[src/rtl/arc_debug_pkg.sv]
// Shared constants for the debug dumper: ASCII framing bytes, line length
// and the controller state encoding.
package arc_debug_pkg;

    localparam logic [7:0] COLON   = 8'h3A;
    localparam logic [7:0] NEWLINE = 8'h0A;

    localparam int         LINE_BYTES = 12;
    localparam logic [3:0] LAST_CHAR  = 4'(LINE_BYTES - 1);

    // Character slots inside one line
    localparam logic [3:0] CHAR_ADDR_HI = 4'd0;
    localparam logic [3:0] CHAR_ADDR_LO = 4'd1;
    localparam logic [3:0] CHAR_COLON   = 4'd2;
    localparam logic [3:0] CHAR_WORD_HI = 4'd3;

    localparam logic [2:0] ST_IDLE    = 3'd0;
    localparam logic [2:0] ST_SETTLE  = 3'd1;
    localparam logic [2:0] ST_CAPTURE = 3'd2;
    localparam logic [2:0] ST_SEND    = 3'd3;
    localparam logic [2:0] ST_NEXT    = 3'd4;
    localparam logic [2:0] ST_DONE    = 3'd5;

endpackage

[src/rtl/arc_hex_ascii.sv]
// Nibble to uppercase ASCII hex digit.
module arc_hex_ascii (
    input  logic [3:0] nibble,
    output logic [7:0] ascii
);

    always_comb begin
        if (nibble < 4'd10) begin
            ascii = 8'h30 + {4'h0, nibble};
        end else begin
            ascii = 8'h37 + {4'h0, nibble};
        end
    end

endmodule

[src/rtl/arc_debug_dumper.sv]
// Sweeps the CPU debug read port and streams each word as an ASCII hex line
// ("AA:DDDDDDDD\n") over a valid/ready byte interface, holding the CPU halted.
//
// state   | meaning
// IDLE    | waiting for trigger, CPU free-running
// SETTLE  | debug_addr held stable while the debug port settles
// CAPTURE | debug_data registered into the capture word
// SEND    | streaming the 12 characters of the current line
// NEXT    | advance address or finish the sweep
// DONE    | one-cycle done pulse, then back to IDLE
module arc_debug_dumper
    import arc_debug_pkg::*;
#(
    parameter int                ADDR_W     = 7,
    parameter logic [ADDR_W-1:0] ADDR_FIRST = 'h00,
    parameter logic [ADDR_W-1:0] ADDR_LAST  = 'h43,
    parameter int                SETTLE     = 2
) (
    input  logic              clk,
    input  logic              aresetn,
    input  logic              trigger,
    output logic [ADDR_W-1:0] debug_addr,
    input  logic [31:0]       debug_data,
    output logic              halt_req,
    output logic [7:0]        tx_data,
    output logic              tx_valid,
    input  logic              tx_ready,
    output logic              busy,
    output logic              done
);

    localparam logic [3:0] SETTLE_TC = 4'(SETTLE - 1);

    logic [2:0]        state_q, state_d;
    logic [ADDR_W-1:0] addr_q, addr_d;
    logic [3:0]        settle_q, settle_d;
    logic [3:0]        idx_q, idx_d;
    logic [31:0]       cap_q, cap_d;

    logic [7:0] addr8;
    logic [2:0] word_nib;
    logic [3:0] nibble;
    logic [7:0] hex_char;
    logic [7:0] line_char;

    always_comb begin
        state_d  = state_q;
        addr_d   = addr_q;
        settle_d = settle_q;
        idx_d    = idx_q;
        cap_d    = cap_q;

        case (state_q)
            ST_IDLE: begin
                if (trigger) begin
                    addr_d   = ADDR_FIRST;
                    settle_d = 4'd0;
                    state_d  = ST_SETTLE;
                end
            end
            ST_SETTLE: begin
                if (settle_q == SETTLE_TC) begin
                    state_d = ST_CAPTURE;
                end else begin
                    settle_d = settle_q + 4'd1;
                end
            end
            ST_CAPTURE: begin
                cap_d   = debug_data;
                idx_d   = 4'd0;
                state_d = ST_SEND;
            end
            ST_SEND: begin
                if (tx_ready) begin
                    if (idx_q == LAST_CHAR) begin
                        state_d = ST_NEXT;
                    end else begin
                        idx_d = idx_q + 4'd1;
                    end
                end
            end
            ST_NEXT: begin
                // Compare before incrementing so the sweep never wraps past ADDR_LAST
                if (addr_q == ADDR_LAST) begin
                    state_d = ST_DONE;
                end else begin
                    addr_d   = addr_q + 1'b1;
                    settle_d = 4'd0;
                    state_d  = ST_SETTLE;
                end
            end
            ST_DONE: begin
                state_d = ST_IDLE;
            end
            default: begin
                state_d = ST_IDLE;
            end
        endcase
    end

    always_ff @(posedge clk) begin
        if (!aresetn) begin
            state_q  <= ST_IDLE;
            addr_q   <= ADDR_FIRST;
            settle_q <= 4'd0;
            idx_q    <= 4'd0;
            cap_q    <= 32'd0;
        end else begin
            state_q  <= state_d;
            addr_q   <= addr_d;
            settle_q <= settle_d;
            idx_q    <= idx_d;
            cap_q    <= cap_d;
        end
    end

    assign addr8    = 8'(addr_q);
    // Char 3 carries the top nibble of the word, char 10 the bottom one
    assign word_nib = 3'(4'd10 - idx_q);

    always_comb begin
        case (idx_q)
            CHAR_ADDR_HI: nibble = addr8[7:4];
            CHAR_ADDR_LO: nibble = addr8[3:0];
            default:      nibble = cap_q[{word_nib, 2'b00} +: 4];
        endcase
    end

    arc_hex_ascii u_hex (
        .nibble (nibble),
        .ascii  (hex_char)
    );

    always_comb begin
        if (idx_q == CHAR_COLON) begin
            line_char = COLON;
        end else if (idx_q == LAST_CHAR) begin
            line_char = NEWLINE;
        end else begin
            line_char = hex_char;
        end
    end

    assign tx_valid   = (state_q == ST_SEND);
    assign tx_data    = tx_valid ? line_char : 8'h00;
    assign debug_addr = addr_q;
    assign busy       = (state_q != ST_IDLE);
    assign halt_req   = busy;
    assign done       = (state_q == ST_DONE);

endmodule

[config.mk]
export PLATFORM = sky130hd
export DESIGN_NAME = arc_debug_dumper
export DESIGN_NICKNAME = d
export VERILOG_FILES = /design/src/rtl/arc_debug_pkg.sv /design/src/rtl/arc_hex_ascii.sv /design/src/rtl/arc_debug_dumper.sv
export SDC_FILE = /design/constraint.sdc
export NUM_CORES = 1
export LEC_CHECK = 0
export ABC_AREA = 1
export BUFFER_PORTS_ARGS = -buffer_cell sky130_fd_sc_hd__buf_2
export CAP_MARGIN = 25
export CORE_MARGIN = 1
export CORE_UTILIZATION = 55
export CTS_CLUSTER_SIZE = 24
export DETAILED_ROUTE_END_ITERATION = 6
export GPL_TIMING_DRIVEN = 0
export HOLD_SLACK_MARGIN = 0.03
export PLACE_DENSITY = 0.78
export REMOVE_ABC_BUFFERS = 1
export SYNTH_ARGS = -nofsm -noshare
export SYNTH_HDL_FRONTEND = slang
export SYNTH_SLANG_ARGS = --single-unit
[constraint.sdc]
create_clock -name clk -period 3.35 [get_ports clk]
set_input_delay 0.335 -clock clk [delete_from_list [all_inputs] [get_ports clk]]
set_output_delay 0.335 -clock clk [all_outputs]
set_load 0.02 [all_outputs]
==> summary.md <==
| Metric | Value |
|---|---|
| Starting Density | 58.3% |
| Post-route ant nets | 0 |
| Detailed Place HPWL | 4250 um |
| Post-synth top area share | approximately 36% |
| Share of cells above drive strength 1 | between 10% and 20% |
| Reg2Reg Depth | 10 |
| Diode count | 0 |
| Top post-synthesis cells by area | dfxtp_1 (36%), nor2_1 (10%), o21ai_0 (8.6%), nand2_1 (8.3%), inv_1 (7.1%) |
| Top cell by count, worst path | inv_1 |
| Mapped Cells | ~420 |
| Chip height | 73.4 um |
| Critical Path Stages | 14 |
| Post-Synth XOR/XNOR Area | ~1.2% |
| Clk slew on worst S/H paths | approximately 0.09 ns |
| Hold Path Class | primary input to flop |
| Initial antenna violation count | 0 |
| RSZ-0062 raised after global routing | no |
| Total track usage | ~23% |
| Most common cell in the netlist | nor2_1 |
| Asr flop ratio synth | 0% |
| Fin crit period | 3.08 ns |
| Max VDD drop | roughly 0.34 mV |
| H-tree depth | 2 |
| Number of flops mapped to enable cells by yosys | 0 |
| Pleak | approximately 1.4 nW |
| Largest net degree at the start of global routing | about 40 |
| Vias in the first global route | 2211 |
| Power Dens Cells | slightly above 600 nW/um2 |
| Max Cap Viol | 0 |
| Rel. slew slack | 56.1% |
| Initial drt markers | roughly 120 |
| Slew Viols, Final | 0 |
| Core ar. | about 4800 um2 |
| Filler cells | between 400 and 500 |
| Pre-antenna DRT Iters | 4 |
| Crit end category | output port |
| Fmax | 324 MHz |
| Synthesis Warnings | 0 |
| Final nets | 504 |
| Worst slew pin tran | 0.658 ns |
| Average cell area after synthesis | a little under 7 um2 |
| Placed insts | between 500 and 600 |
| Drt drc | 0 |
| Synth Flop Type | dfxtp_1 |
| Most instantiated cells after synthesis | nor2_1 (75), nand2_1 (62), inv_1 (53) |
| Area growth, synth to finish | 13.3% |
| GP Congestion | 0.842 |
| Critical path buffer and inverter count | 5 |
| Critical-path top delay cell | dfxtp_1 |
| Count of input and output buffers | 53 |
| Crit-path max FO | 10 |
| CTS Buf Count | 5 |
| Routed via count | about 2700 |
| Root buf cell | clkbuf_8 |
| Sequential area share after synthesis | 35.7% |
| Clock sinks | 50 |
| Largest area contributor in the netlist | dfxtp_1 |
| Crit path capture | tx_data[1] |
| Complex-gate fraction of the synthesized area | between 15 and 20% |
| Setup violators final | 0 |
| Critical path launch point type | flop |
| Period utilisation layout | roughly 92% |
| Distinct cell type count after synthesis | 37 |
| Final hold violation count | 0 |
| Crit path max-delay family | adder cells |
| CTS tree | done |
| WP data arrival | 2.75 ns |
| Final instance area | 3180 um2 |
| Critical path startpoint | idx_q[1] |
| Max Clock Skew | around 0.0048 ns |
| Die width | ~73 um |
| Multi-input gate area | approximately 1500 um2 |
| Synth Area in Simple Gates | a little under a third |
| GR Overflow Total | 0 |
| CP peak stage delay | 0.44 ns |
| Final cell count without fillers | approximately 530 |
| R2r setup slk | ~1.3 ns |
| Mux share of post-synthesis cell area | 0% |
| Synth Cell Area | 2810 um2 |
| Die Footprint | around 5400 um2 |
| Status | completed |
| FF+latch area | approximately 1000 um2 |
| Required @ worst endpoint | 3.01 ns |
| Later-pin clock latency in the skew report | about 0.29 ns |
| Worst R2R Start | debug_addr[1] |
| WS Path Type | flop to output port |
| FF-to-FF End | settle_q[1] |
| Hold Worst Slack | 0.287 ns |
| Post-synthesis adder-cell area fraction | 4.01% |
| FP Rows | 25 |
| Crit-path cells | inv_1 -> ha_4 -> inv_1 -> nor2_1 -> o21ai_0 -> nand3_1 -> nand3_1 -> nand2_1 -> inv_1 -> ha_1 -> inv_1 -> nand3_1 -> a21oi_1 -> buf_2 |
| DRT Wirelength | between 5000 and 6000 um |
| Maximum buffer depth of the clock tree | 2 |
| Synthesis-stage register bit count | 50 |
| First-pass GRT wire length | between 9000 and 10000 um |
| DP Area | 3060 um2 |
| Boundary pin count | 55 |
| Largest family of logic cells by synthesized area | simple AND/OR/NAND/NOR gates |
| Drt via density | around 5.0 |
| WL/cell | approximately 11 um |
-- state kept, by name, summed over array words and instances, names as in the netlist --
name        cells
cap_q          32
debug_addr      7
idx_q           4
settle_q        4
state_q         3
-- worst min-delay path, delay by kind of cell --
family,cells,cell delay [ns]
AOI/OAI and AO/OA,1,0.07
buffers and inverters,1,0.07
and+or+nand+nor,1,0.07
-- worst min-delay path by stage --
stage / start / to / slack, ns / cells after the start
finish: debug_data[26] / cap_q[26] / 0.29 / 3
detailed placement: cap_q[31] / cap_q[31] / 0.45 / 2
floorplan: cap_q[11] / cap_q[11] / 0.43 / 2
CTS: debug_data[26] / cap_q[26] / 0.28 / 3
global route: debug_data[17] / cap_q[17] / 0.29 / 3
global placement: cap_q[13] / cap_q[13] / 0.44 / 2
-- stage by stage --
step           util (%)  total power, mW  setup slack [ns]  TNS [ns]
2_1_floorplan         -             1.35             0.303         0
3_3_place_gp       63.0             1.52            -0.228    -0.761
5_1_grt            66.0             2.11            0.0138         0
3_5_place_dp       63.6             1.56            -0.332     -1.16
6_report           66.0             1.93             0.266         0
4_1_cts            65.8             1.93            0.0926         0
-- where the power goes --
| part | switching [mW] | internal [mW] | leakage (nW) | total, mW |
|---|---|---|---|---|
| sequential | 0.0720 | 0.706 | 0.408 | 0.778 |
| clock | 0.190 | 0.167 | 0.0482 | 0.357 |
| combinational | 0.518 | 0.280 | 0.976 | 0.798 |
-- logic make-up (layout without fill, tap and decap cells) --
family,count (synthesis),count (layout)
flops,50,50
xor+xnor,4,4
compound gates,87,87
fa+ha+maj,9,9
simple gates,190,190
buf+inv,75,119
other cells,1,1
-- cell type report --
| type | instances | share of cell area [%] |
|---|---|---|
| timing repair buffer | 55 | 9.44 |
| sequential | 50 | 31.6 |
| clock inverter | 1 | 0.157 |
| tap | 67 | 2.64 |
| multi-input combinational | 291 | 46.8 |
| inverter | 56 | 6.69 |
| clock buffer | 7 | 2.71 |
-- cell usage in the layout (no fill, tap or decap), types with 2 or more instances in the layout --
master / Yosys / final
nand3_1: 28 / 28
o22ai_1: 3 / 3
inv_1: 53 / 53
o21ai_0: 48 / 48
nand2_2: 5 / 5
nor2_1: 75 / 75
nand2_4: 3 / 3
o211ai_1: 3 / 3
a211oi_1: 3 / 3
nand2_1: 62 / 62
dfxtp_1: 50 / 49
ha_1: 9 / 8
nor3_1: 7 / 7
nor3b_1: 2 / 2
a21oi_1: 24 / 24
o21ai_1: 2 / 2
o21ai_2: 3 / 3
xor2_1: 3 / 3
buf_2: 7 / 53
clkbuf_8: 1 / 6
-- per-layer routing --
layer,global-route usage (%),wire (um)
met2,38.7,2810
met1,30.6,2840
met3,3.70,194
met5,0,0
met4,4.49,26
-- repair_timing --
| item | in CTS | in global routing |
|---|---|---|
| hold buffers | 0 | 0 |
| setup endpoints to repair | 7 | 4 |
| setup buffers | 0 | 1 |
| resized for setup | 4 | 2 |
| pin swaps | 0 | 0 |
Note: power is estimated with default switching activity, not from simulation.
